### config.mk
export PLATFORM = sky130hd
export DESIGN_NAME = cpu_sequencer
export DESIGN_NICKNAME = d
export VERILOG_FILES = /design/src/rtl/cpu_sequencer.sv
export SDC_FILE = /design/constraint.sdc
export NUM_CORES = 1
export LEC_CHECK = 0
export CORE_ASPECT_RATIO = 1.75
export CORE_UTILIZATION = 35
export CTS_BUF_LIST = sky130_fd_sc_hd__clkbuf_16
export DETAILED_ROUTE_END_ITERATION = 10
export MAX_ROUTING_LAYER = met4
export PLACE_DENSITY = 0.6
export SETUP_SLACK_MARGIN = 0.2
export SLEW_MARGIN = 0
export SYNTH_ARGS = -nofsm -noshare
export SYNTH_HDL_FRONTEND = slang
export SYNTH_SLANG_ARGS = --single-unit
export TNS_END_PERCENT = 10
### constraint.sdc
create_clock -name clk -period 2.7 [get_ports clk]
set_clock_uncertainty 0.2 [all_clocks]
set_input_delay 0.675 -clock clk [delete_from_list [all_inputs] [get_ports clk]]
set_output_delay 0.675 -clock clk [all_outputs]
set_load 0.01 [all_outputs]
### src/rtl/cpu_sequencer.sv
// rtl/cpu_sequencer.sv - instruction-cycle sequencer (FETCH/DECODE/EXECUTE/WRITE_BACK) with halt/resume and perf counters; optional SEQ_SINGLE_STEP_EN adds step_mode
module cpu_sequencer #(
    parameter int CNT_W = 32
) (
    input  logic             clk,
    input  logic             reset,
    input  logic             mem_ready,
    input  logic             exec_busy,
    input  logic             is_branch,
    input  logic             halt_req,
    input  logic             run,
`ifdef SEQ_SINGLE_STEP_EN
    input  logic             step_mode,
`endif
    output logic [1:0]       state,
    output logic             fetch_req,
    output logic             pc_enable,
    output logic             reg_write_enable,
    output logic             halted,
    output logic [CNT_W-1:0] retired,
    output logic [CNT_W-1:0] cycles
);

    // Phase codes match the core-wide FETCH/DECODE/EXECUTE/WRITE_BACK encoding.
    typedef enum logic [1:0] {
        FETCH      = 2'd0,
        DECODE     = 2'd1,
        EXECUTE    = 2'd2,
        WRITE_BACK = 2'd3
    } phase_e;

    phase_e             state_q, state_d;
    logic               halted_q, halted_d;
    logic               resume_skip_q, resume_skip_d;
    logic [CNT_W-1:0]   retired_q, retired_d;
    logic [CNT_W-1:0]   cycles_q, cycles_d;
    logic               resume_to_fetch;

    // A halt taken at a single-step boundary parks in FETCH and resumes there;
    // a halt opcode parks in DECODE and resumes by retiring the halt instruction.
`ifdef SEQ_SINGLE_STEP_EN
    assign resume_to_fetch = (state_q == FETCH);
`else
    assign resume_to_fetch = 1'b0;
`endif

    // Next-state logic for phase, halt flag, resume-skip flag and counters.
    always_comb begin
        state_d       = state_q;
        halted_d      = halted_q;
        resume_skip_d = resume_skip_q;
        retired_d     = retired_q;
        cycles_d      = cycles_q;

        if (halted_q) begin
            if (run) begin
                halted_d = 1'b0;
                if (!resume_to_fetch) begin
                    state_d       = WRITE_BACK;
                    resume_skip_d = 1'b1;
                end
            end
        end else begin
            cycles_d = cycles_q + CNT_W'(1);
            case (state_q)
                FETCH: begin
                    if (mem_ready) begin
                        state_d = DECODE;
                    end
                end
                DECODE: begin
                    if (halt_req) begin
                        halted_d = 1'b1;
                    end else begin
                        state_d = EXECUTE;
                    end
                end
                EXECUTE: begin
                    if (!exec_busy) begin
                        state_d = WRITE_BACK;
                    end
                end
                WRITE_BACK: begin
                    state_d       = FETCH;
                    resume_skip_d = 1'b0;
                    retired_d     = retired_q + CNT_W'(1);
`ifdef SEQ_SINGLE_STEP_EN
                    if (step_mode) begin
                        halted_d = 1'b1;
                    end
`endif
                end
                default: begin
                    state_d = FETCH;
                end
            endcase
        end
    end

    // State and counter registers with synchronous active-high reset.
    always_ff @(posedge clk) begin
        if (reset) begin
            state_q       <= FETCH;
            halted_q      <= 1'b0;
            resume_skip_q <= 1'b0;
            retired_q     <= '0;
            cycles_q      <= '0;
        end else begin
            state_q       <= state_d;
            halted_q      <= halted_d;
            resume_skip_q <= resume_skip_d;
            retired_q     <= retired_d;
            cycles_q      <= cycles_d;
        end
    end

    // Strobes decode the registered phase; forced low while reset is asserted.
    always_comb begin
        fetch_req        = !reset && !halted_q && (state_q == FETCH);
        pc_enable        = !reset && !halted_q && (state_q == WRITE_BACK);
        reg_write_enable = pc_enable && !is_branch && !resume_skip_q;
    end

    assign state   = state_q;
    assign halted  = halted_q;
    assign retired = retired_q;
    assign cycles  = cycles_q;

endmodule
# Yosys cells after proc, flatten, opt, wreduce, memory -nomap -nowiden
# Index checks and enable logic that the tools add are counted.
totals:
  inputBits: 7
  out_inout_bits: 70
  reg_bits: 68
  word_cells: 42
op_classes:
  n_addsub: 2
  reduce_logical: 14
  bitwise: 1
  n_mux: 13
  eq_ne: 7
ops:
  columns: ["cell", "count"]
  rows:
  - ["32-bit by 1-bit adder with 32-bit output (second input constant)", 2]
  - ["2-bit two-way mux", 5]
  - ["3-bit inequality test (second input constant)", 3]
  - ["2-bit case mux with 4 select lines", 1]
  - ["1-bit two-way mux", 7]
  - ["1-bit logical AND", 5]
  - ["2-bit == test (second input constant)", 2]
  - ["1-bit zero test", 4]
  - ["2-bit AND reduction", 2]
  - ["4-bit AND reduction", 1]
  - ["2-bit by 1-bit == test with 1-bit output (second input constant)", 1]
  - ["2-bit zero test", 1]
  - ["2-bit inequality test (second input constant)", 1]
  - ["2-bit nonzero test", 1]
  - ["1-bit inverter", 1]

# Longest topological paths before layout
depth:
  word_depth: 5
  mapped_depth: 7
  ltp_nobuf: 6

# Worst setup path after synthesis
# Ideal clock, no wire load.
synth_timing:
  path_type: "input -> output"
  from: "in reset"
  to: "out reg_write_enable"
  required_time_ps: 1825
  slack_ps: 336
  arrival_ps: 1489
  cell_stages: 3
  path_buffers: 2
  cell_sequence: "clkbuf_1 -> clkbuf_1 -> nor4_1"
synth_via:
  elab_chain_len: 5
synth_lines:
  columns: ["element", "line_no", "text"]
  rows:
  - ["start: declaration", "6", "input logic reset,"]
  - ["1-bit zero test", "120", "pc_enable = !reset && !halted_q && (state_q == WRITE_BACK);"]
  - ["1-bit logical AND (2 in series)", "120", null]
  - ["1-bit logical AND (2 in series)", "121", "reg_write_enable = pc_enable && !is_branch && !resume_skip_q;"]
  - ["end: declaration", "18", "output logic reg_write_enable,"]
# Every way passes these cells.

# Worst setup path after layout
layout_timing:
  from: "reg state_q[1] (netlist: state[1])"
  to: "out pc_enable"
layout_via:
  elab_chain_len: 2
layout_lines:
  columns: ["element", "line_no", "text"]
  rows:
  - ["start: declaration", "32", "phase_e state_q, state_d;"]
  - ["start signal: assignment", "109", "state_q <= state_d;"]
  - ["2-bit == test", "120", null]
  - ["1-bit logical AND", "120", null]
  - ["end: declaration", "17", "output logic pc_enable,"]
# Every way passes these cells.

==> summary.txt <==
Synth
  – Post-synthesis instance total: between 300 and 400
  – Main combinational cell family by area after synthesis: simple AND/OR/NAND/NOR gates
  – Synthesized area: ~0.0033 mm2
  – Post-Synth Adder-Cell Area: around 2.7%
  – Synth Area in Compound Gates: around 14%
  – Asr flop ratio synth: 0%
  – Synth Area in XOR/XNOR: about 6.4%
  – Most used DFF post-synth: dfxtp_1
  – Multiplexer share of the synthesized area: less than 1%
  – Synth top area share: 41.77%
  – Count leader, synth: dfxtp_1
  – Post-synth EDFFs: 0
  – Syn Area/Cell: 8.532 um2
  – Synth Net Count: 396
  – Simple logic cell fraction of the synthesized area: 29.29%
  – Synth area leader: dfxtp_1
  – Top cells by count, synth: dfxtp_1 (68), a21oi_1 (40), nor2_1 (29), or4_1 (27), o31ai_1 (25)
  – Yosys warnings: 0
  – Seq/Total Area, Yosys: between 40% and 50%
  – Distinct cells, synth: 37
  – Synth top area cells: dfxtp_1 (42%), or4_1 (6.2%), a21oi_1 (6.1%)
  – Synth Register Bits: 68

CTS
  – CTS Buf Count: 9
  – CTS max path bufs: 2
  – Clock transition at path regs: approximately 0.050 ns
  – Clk_lat worst skew: roughly 0.32 ns
  – Clock root cell: clkbuf_16
  – Cts hold-fix bufs: 0
  – Post_cts resized: 1
  – TritonCTS clock tree: done
  – Post-CTS setup buffers: 0
  – Clk sinks: 68
  – CTS H-Tree Depth: 3

Global routing
  – Grt ovf: 0
  – Initial antenna violation count: 0
  – First-pass GRT wire length: between 10 and 15 mm
  – GRT Util Overall: around a fifth
  – Largest net degree at the start of global routing: 56
  – Vias in the first global route: 3086

Job
  – Max-Cap Viols: 0

Hold path
  – WHS Endpoint: cycles[31]$_SDFFE_PP0N_
  – Hold Startpoint: cycles[31]$_SDFFE_PP0N_
  – Hold depth: 2
  – Hold WC Path Type: reg2reg

Setup path
  – Worst EP required: about 1.8 ns
  – FF-to-FF setup slack: between 0.3 and 0.4 ns
  – Reg2reg end: cycles[31]$_SDFFE_PP0N_
  – Crit path kind: reg2out
  – Reg-to-Reg Start: cycles[10]$_SDFFE_PP0N_
  – Crit start category: flip-flop
  – CP max FO: 5
  – CP endpoint kind: output pin
  – R2R depth: 4
  – Arr. time, crit path: approximately 1.7 ns

Final layout
  – Cell Count, Final, Fillers Out: 580
  – Area growth from synthesis to layout: 34.93%
  – Ant. Diodes: 0
  – Final net count: roughly 470
  – Area of the multi-input gates: approximately 0.0018 mm2
  – Layout cells sized above 1: roughly 6.1%
  – Fill cell count: 924
  – Final Util: 48.67%
  – Sequential standard cell area: approximately 0.0014 mm2

Routing
  – Vias/cell: ~5.4
  – Routed length per instance: around 14 um
  – WL final: 8.392 mm
  – Via count: 3122
  – First-pass detailed-route iteration total: 4
  – Remaining antenna violation count: 0
  – Residual DRC: 0
  – DRC marker count from the first detailed-route iteration: about 120

Floorplan
  – Die Y-Extent: roughly 130 um
  – Die W: about 75 um
  – Die area: around 0.0097 mm2
  – I/O pins: 77
  – # rows: 46
  – Initial Util: between 30% and 40%
  – Core area: roughly 0.0090 mm2

Timing
  – Worst slew pin tran: around 0.6 ns
  – Final setup violation count: 0
  – Final period util: a little over nine tenths
  – Slew margin rel.: approximately 60%
  – Slew Viols, Final: 0
  – Min cycle time layout: roughly 2.6 ns
  – Maximum clock rate: 0.3847 GHz
  – RSZ-0062 raised after global routing: true
  – Worst Hold Margin: between 0.2 and 0.3 ns
  – Final Hold Fails: 0

Power and ir drop
  – Final Power: about 2400 uW
  – Peak supply drop: about 0.34 mV
  – Leakage power: around 0.0014 uW
  – PwrDens: 536.1 mW/mm2

Placement
  – Port Buffers: 76
  – DP Wirelength: just under 6 mm
  – Gpl congestion: between 0.7 and 0.8
  – Placed Instances: between 500 and 600

Outcome
  – Status: finished, final reports clean
-- worst max-delay path by stage --
| stage | startpoint | endpoint | slack [ns] | cells after the start |
|---|---|---|---|---|
| floorplan | reset | reg_write_enable | 0.34 | 3 |
| global placement | is_branch | reg_write_enable | -0.05 | 3 |
| detailed placement | is_branch | reg_write_enable | -0.07 | 3 |
| CTS | state[1]$_SDFFE_PP0P_ | pc_enable | 0.05 | 4 |
| global route | state[1]$_SDFFE_PP0P_ | pc_enable | 0.02 | 4 |
| finish | state[1]$_SDFFE_PP0P_ | pc_enable | 0.10 | 4 |
-- per-stage QoR --
step / TNS (ns) / cell area [um2] / worst slack [ns]
floorplan: 0 / 3259 / 0.3362
global placement: -0.05283 / 4139 / -0.05283
detailed placement: -0.07070 / 4139 / -0.07070
CTS: 0 / 4392 / 0.05203
global route: 0 / 4398 / 0.02174
finish: 0 / 4398 / 0.1004
-- sequential cells by signal, indices dropped and copies added (netlist names) --
name / flops
halted: 1
resume_skip_q: 1
state: 2
retired: 32
cycles: 32
-- area by class of cell --
cell class                      instances  area share (%)
Timing Repair Buffer                   87           19.09
Sequential cell                        68           30.98
Inverter                                9          0.7681
Clock buffer                            9           5.121
Clock inverter                          7          0.6543
Multi-Input combinational cell        280           39.97
Tap cell                              120           3.414
-- metal layers --
layer,track usage (%),routed length [um],up-vias
li1,-,-,1564
met1,19.45,3437,1488
met2,34.92,4553,58
met3,2.722,235,12
met4,9.212,166,0
met5,-,0,-
-- power by group --
part | leakage [uW] | internal, uW | switching [uW]
clock network | 0.000142 | 600 | 402
registers | 0.000549 | 1040 | 39.4
logic | 0.000740 | 141 | 138
-- cell usage in the layout, fill, tap and decap left out, types with 2 or more instances in the layout --
| cell type | count |
|---|---|
| nor3_1 | 3 |
| clkdlybuf4s50_1 | 73 |
| and4_1 | 7 |
| nand2_1 | 24 |
| nand2b_1 | 3 |
| nand3_1 | 17 |
| o21ai_0 | 13 |
| dfxtp_1 | 67 |
| buf_4 | 11 |
| clkinv_2 | 2 |
| clkbuf_16 | 9 |
| nand4_1 | 21 |
| a21oi_1 | 40 |
| xnor2_1 | 7 |
| nor2b_1 | 3 |
| or4_1 | 27 |
| or3_1 | 13 |
| and3_1 | 5 |
| nor4_1 | 2 |
| xor2_1 | 17 |
| and4b_1 | 2 |
| and2_1 | 3 |
| inv_1 | 13 |
| o31ai_1 | 25 |
| ha_1 | 6 |
| mux2_2 | 2 |
| a311oi_1 | 2 |
| nor2_1 | 29 |
-- cells by family (layout without fill, tap and decap cells) --
group | count (synthesis) | count (layout)
and+or+nand+nor | 166 | 166
AOI/OAI and AO/OA | 80 | 80
DFF | 68 | 68
buffers and inverters | 34 | 112
xor gates and xnor gates | 24 | 24
adders and majority gates | 7 | 7
muxes | 3 | 3
-- worst max-delay path, cell delays in order (launching register included) --
cell,delay [ns]
dfxtp_1,0.38
ha_2,0.23
nand2b_1,0.11
nor2_1,0.13
clkdlybuf4s50_1,0.55
Note: power is estimated with default switching activity, not from simulation.
==> edit 1: new RTL, same flow settings <==
Build with the macro `SEQ_SINGLE_STEP_EN` defined.
--- a/src/rtl/cpu_sequencer.sv
+++ b/src/rtl/cpu_sequencer.sv
@@ -1,4 +1,6 @@
 // rtl/cpu_sequencer.sv - instruction-cycle sequencer (FETCH/DECODE/EXECUTE/WRITE_BACK) with halt/resume and perf counters; optional SEQ_SINGLE_STEP_EN adds step_mode
+`define SEQ_SINGLE_STEP_EN
+
 module cpu_sequencer #(
     parameter int CNT_W = 32
 ) (
Ports: changed (added step_mode); port bits go from 77 to 78. No check against the original RTL was run, so the function may have changed too.
==> edit 1 against the original RTL <==
Setup slack better by 0.14 ns; cell area up 4.7%; utilization up 0.27 points; cell count up 4.7%; largest cell class unchanged; global-route usage down 2.0 points; area after synthesis up 3.6%; power up 5.3%; sequential cell count unchanged; wire length down 2.6%.
==> edit 1: results (changes against the original RTL) <==
Status: finished clean
Net count after synthesis: 413 (+4.3%)
DP HPWL: 5.84 mm (-2.1%)
Count of different cell masters after synthesis: 41 (+11%)
Slew @ Worst Pin: 0.620 ns (+0.0212 ns)
Share of layout cells above drive strength 1: 11.8% (+5.7 points)
Met2 Resource Use GR: 29.4% (-5.5 points)
PortBufs: 77 (+1.3%)
First-pass GRT wire length: 13.7 mm (-1.3%)
Layout net count: 495 (+5.5%)
TritonRoute pass-1 iters: 6 (+2)
Worst Reg-to-Reg Cells: 5 (+1)
Pleak: 1.54 nW (+7.6%)
Post-Synth XOR/XNOR Area: 5.19% (-1.3 points)
VDD IR-drop max: 0.457 mV (+34%)
Total track usage: 17.2% (-2.0 points)
Worst EP arrival: 1.58 ns (-0.14 ns)
Worst-path fanout max: 1 (-4)
Fillers: 953 (+3.1%)
Mux contribution to synthesized area: 6.30% (+5.3 points)
Post-synthesis sequential area ratio: 40.3% (-1.5 points)
Area share of fa/ha/maj cells after synthesis: 2.59% (-0.094 points)
Syn Area/Cell: 8.48 sq um (-0.56%)
Global routing usage on met3: 3.39% (+0.67 points)
Vias in the first global route: 2855 (-7.5%)
Drt via density: 5.14 (-4.5%)
Placer Congestion: 0.804 (+4.7%)
Compound-cell area share of the yosys netlist: 9.48% (-4.9 points)
Top post-synthesis cells by count: dfxtp_1, nor2_1, a21oi_1
Area contributors post-synth: dfxtp_1, mux2_2, nor2_1
-- edit 1: cell types whose count changed after synthesis, moves of 12 or more --
cell	delta
or4_1	-12
nor2b_1	+15
nor2_1	+14
nor3_1	+16
o31ai_1	-16
a21oi_1	-14
mux2_2	+16
-- edit 1: critical path, cell delays in order --
cell,delay [ns]
clkdlybuf4s50_1,0.40
nor4_1,0.21
dlygate4sd2_1,0.30
-- edit 1: path summary, 6_finish.rpt --
check,from,end,slack [ns]
setup reg to reg,state[1]$_SDFFE_PP0P_,retired[31]$_SDFFE_PP0P_,0.25
setup / recovery,is_branch,reg_write_enable,0.24
hold reg to reg,resume_skip_q$_SDFFE_PP0P_,resume_skip_q$_SDFFE_PP0P_,0.26
hold / removal,resume_skip_q$_SDFFE_PP0P_,resume_skip_q$_SDFFE_PP0P_,0.26
-- edit 1: kinds of logic (layout without fill, tap and decap cells) --
| logic type | after synthesis | after routing |
|---|---|---|
| and+or+nand+nor | 195 | 195 |
| DFF | 68 | 68 |
| AOI/OAI and AO/OA | 54 | 54 |
| buffers and inverters | 35 | 122 |
| xor gates and xnor gates | 20 | 20 |
| muxes | 19 | 19 |
| adders and majority gates | 7 | 7 |
-- edit 1: report_power, final --
part	internal [mW]	switching [mW]
logic	0.185	0.171
clock network	0.606	0.424
registers	1.05	0.0502
-- edit 1: stage by stage --
step	instance area (sq um)	worst slack, ns	power, mW	hold slack [ns]
floorplan	3380	0.233	1.30	0.237
global placement	4320	-0.0660	1.46	0.250
detailed placement	4320	-0.0601	1.46	0.251
CTS	4580	0.00445	2.51	0.258
global route	4600	0.111	2.61	0.292
finish	4600	0.241	2.48	0.258
-- edit 1: cell type report --
class                   instances  area share, %
clock buffers                   9           4.89
clock inverters                 7          0.761
inverters                      13           1.06
multi-input cells             295           41.0
flip-flops and latches         68           29.6
well taps                     122           3.32
repair buffers                 93           19.3
-- edit 1: per-layer routing --
layer  vias up  wire length [um]
met1      1459              3570
met5         -                 0
met3         9               291
li1       1593                 -
met2        60              4170
met4         0               139
-- edit 1: what timing repair did --
action                                  4_1_cts  5_1_grt
pin swaps                                     0        0
endpoints found under the setup margin        6       26
gates resized for setup                       2        6
==> edit 2: new RTL, same settings <==
Made on the original files. Put one more register stage on the output `retired`. The value now appears one clock later. The other outputs are not delayed to match.
--- a/src/rtl/cpu_sequencer.sv
+++ b/src/rtl/cpu_sequencer.sv
@@ -123,7 +123,9 @@
 
     assign state   = state_q;
     assign halted  = halted_q;
-    assign retired = retired_q;
+    always_ff @(posedge clk) begin
+        retired <= retired_q;
+    end
     assign cycles  = cycles_q;
 
 endmodule
Check against the original RTL: not equivalent (a bounded check fails within 10 cycles, from zero or initial values and one cycle with reset high).
==> edit 2 against the original RTL <==
Wire length increased by 9.2%; utilization decreased by 3.2 points; area after synthesis grew 28%; critical path depth unchanged; setup slack better by 0.0056 ns; power grew 29%; sequential cell count is 32 higher; register-to-register slack got worse by 0.03 ns; cell area is 20% higher; die area rose by 28%; largest cell class unchanged.
==> edit 2: results (changes against the original RTL) <==
Status: finished clean
Area contributors post-synth: dfxtp_1, nor2_1, xor2_1
Placer Congestion: 0.759 (-1.1%)
Slew @ Worst Pin: 0.847 ns (+0.249 ns)
Dpl cells: 622 (+10%)
Total track usage: 15.8% (-3.4 points)
DP HPWL: 6.41 mm (+7.5%)
Met2 Resource Use GR: 29.2% (-5.7 points)
Worst EP arrival: 1.72 ns (about the same)
Clk Latency, worst-skew pair: 0.34 ns (+0.02 ns)
Routed wire length: 9.16 mm (+9.2%)
Metal3 WL: 289 um (+23%)
Fillers: 1139 (+23%)
Clock transition at the registers of the reported paths: 0.07 ns (+0.02 ns)
Pleak: 1.87 nW (+30%)
Placed Area: 0.00499 sq mm (+21%)
# resized after CTS: 2 (+1)
Global routing usage on met3: 3.39% (+0.67 points)
DP Worst Slack: -0.0804 ns (-0.00968 ns)
Worst Reg-to-Reg Cells: 5 (+1)
Net count after synthesis: 447 (+13%)
WL met1: 3.71 mm (+7.9%)
Met1 Use GR: 15.8% (-3.7 points)
WL/cell: 14.4 um (-0.77%)
DRT iter0 DRCs: 125 (+5.9%)
Post-synthesis sequential area ratio: 47.9% (+6.1 points)
Count of different cell masters after synthesis: 47 (+27%)
Top post-synthesis cells by count: dfxtp_1, nor2_1, nand3_1
Synthesis-to-finish area growth: 26.1%
PortBufs: 76 (unchanged)
Routed met2 length: 5.00 mm (+9.7%)
Vias in the first global route: 3287 (+6.5%)
Syn Area/Cell: 9.65 sq um (+13%)
Via Count: 3379 (+8.2%)
Largest net degree at the start of global routing: 84 (+50%)
VDD IR-drop max: 0.290 mV (-15%)
First-pass GRT wire length: 15.3 mm (+10%)
TritonRoute pass-1 iters: 6 (+2)
Layout net count: 512 (+9.2%)
Hold depth: 0 (-2)
-- edit 2: cell types whose count changed after synthesis, sizes merged, moves of 14 or more --
cell and change:
a21oi -20, nor2b +18, o31ai -15, dfxtp +32, nor4 +16, nor2 +21
mux2 +18, or4 -14
-- edit 2: critical path, cell delays in order (launching register included) --
cell	delay [ns]
dfxtp_1	0.40
ha_2	0.25
nand2b_1	0.10
nor2_1	0.10
clkdlybuf4s50_1	0.54
-- edit 2: final timing paths --
check,to,from,slack (ns)
worst max-delay path,pc_enable,state[0]$_SDFFE_PP0P_,0.11
worst min-delay path,retired[31]$_DFF_P_,retired_q[31]$_SDFFE_PP0P_,0.17
worst max register to register,retired_q[29]$_SDFFE_PP0P_,state[0]$_SDFFE_PP0P_,0.34
worst min register to register,retired[31]$_DFF_P_,retired_q[31]$_SDFFE_PP0P_,0.17
-- edit 2: where the power goes --
group,switching (mW),internal (mW),total [mW],leakage [nW]
logic,0.146,0.145,0.291,0.926
registers,0.0453,1.51,1.55,0.806
clock network,0.568,0.628,1.20,0.134
-- edit 2: area by class of cell --
| type | instances | area share, % |
|---|---|---|
| Inverter | 8 | 0.570 |
| Clock inverter | 7 | 0.950 |
| Sequential cell | 100 | 38.0 |
| Tap cell | 135 | 3.21 |
| Multi-Input combinational cell | 300 | 38.2 |
| Timing Repair Buffer | 79 | 14.8 |
| Clock buffer | 9 | 4.27 |
-- edit 2: cell families (layout without fill, tap and decap cells) --
family | Yosys count | in the layout | share of synthesized area (%)
flip-flops | 100 | 100 | 47.9
AO/OA/AOI/OAI | 42 | 42 | 6.11
multiplexers | 21 | 21 | 5.63
buffers and inverters | 33 | 103 | 3.98
adder cells (fa/ha/maj) | 7 | 7 | 2.10
AND/OR/NAND/NOR | 205 | 205 | 29.0
XOR/XNOR | 25 | 25 | 5.24
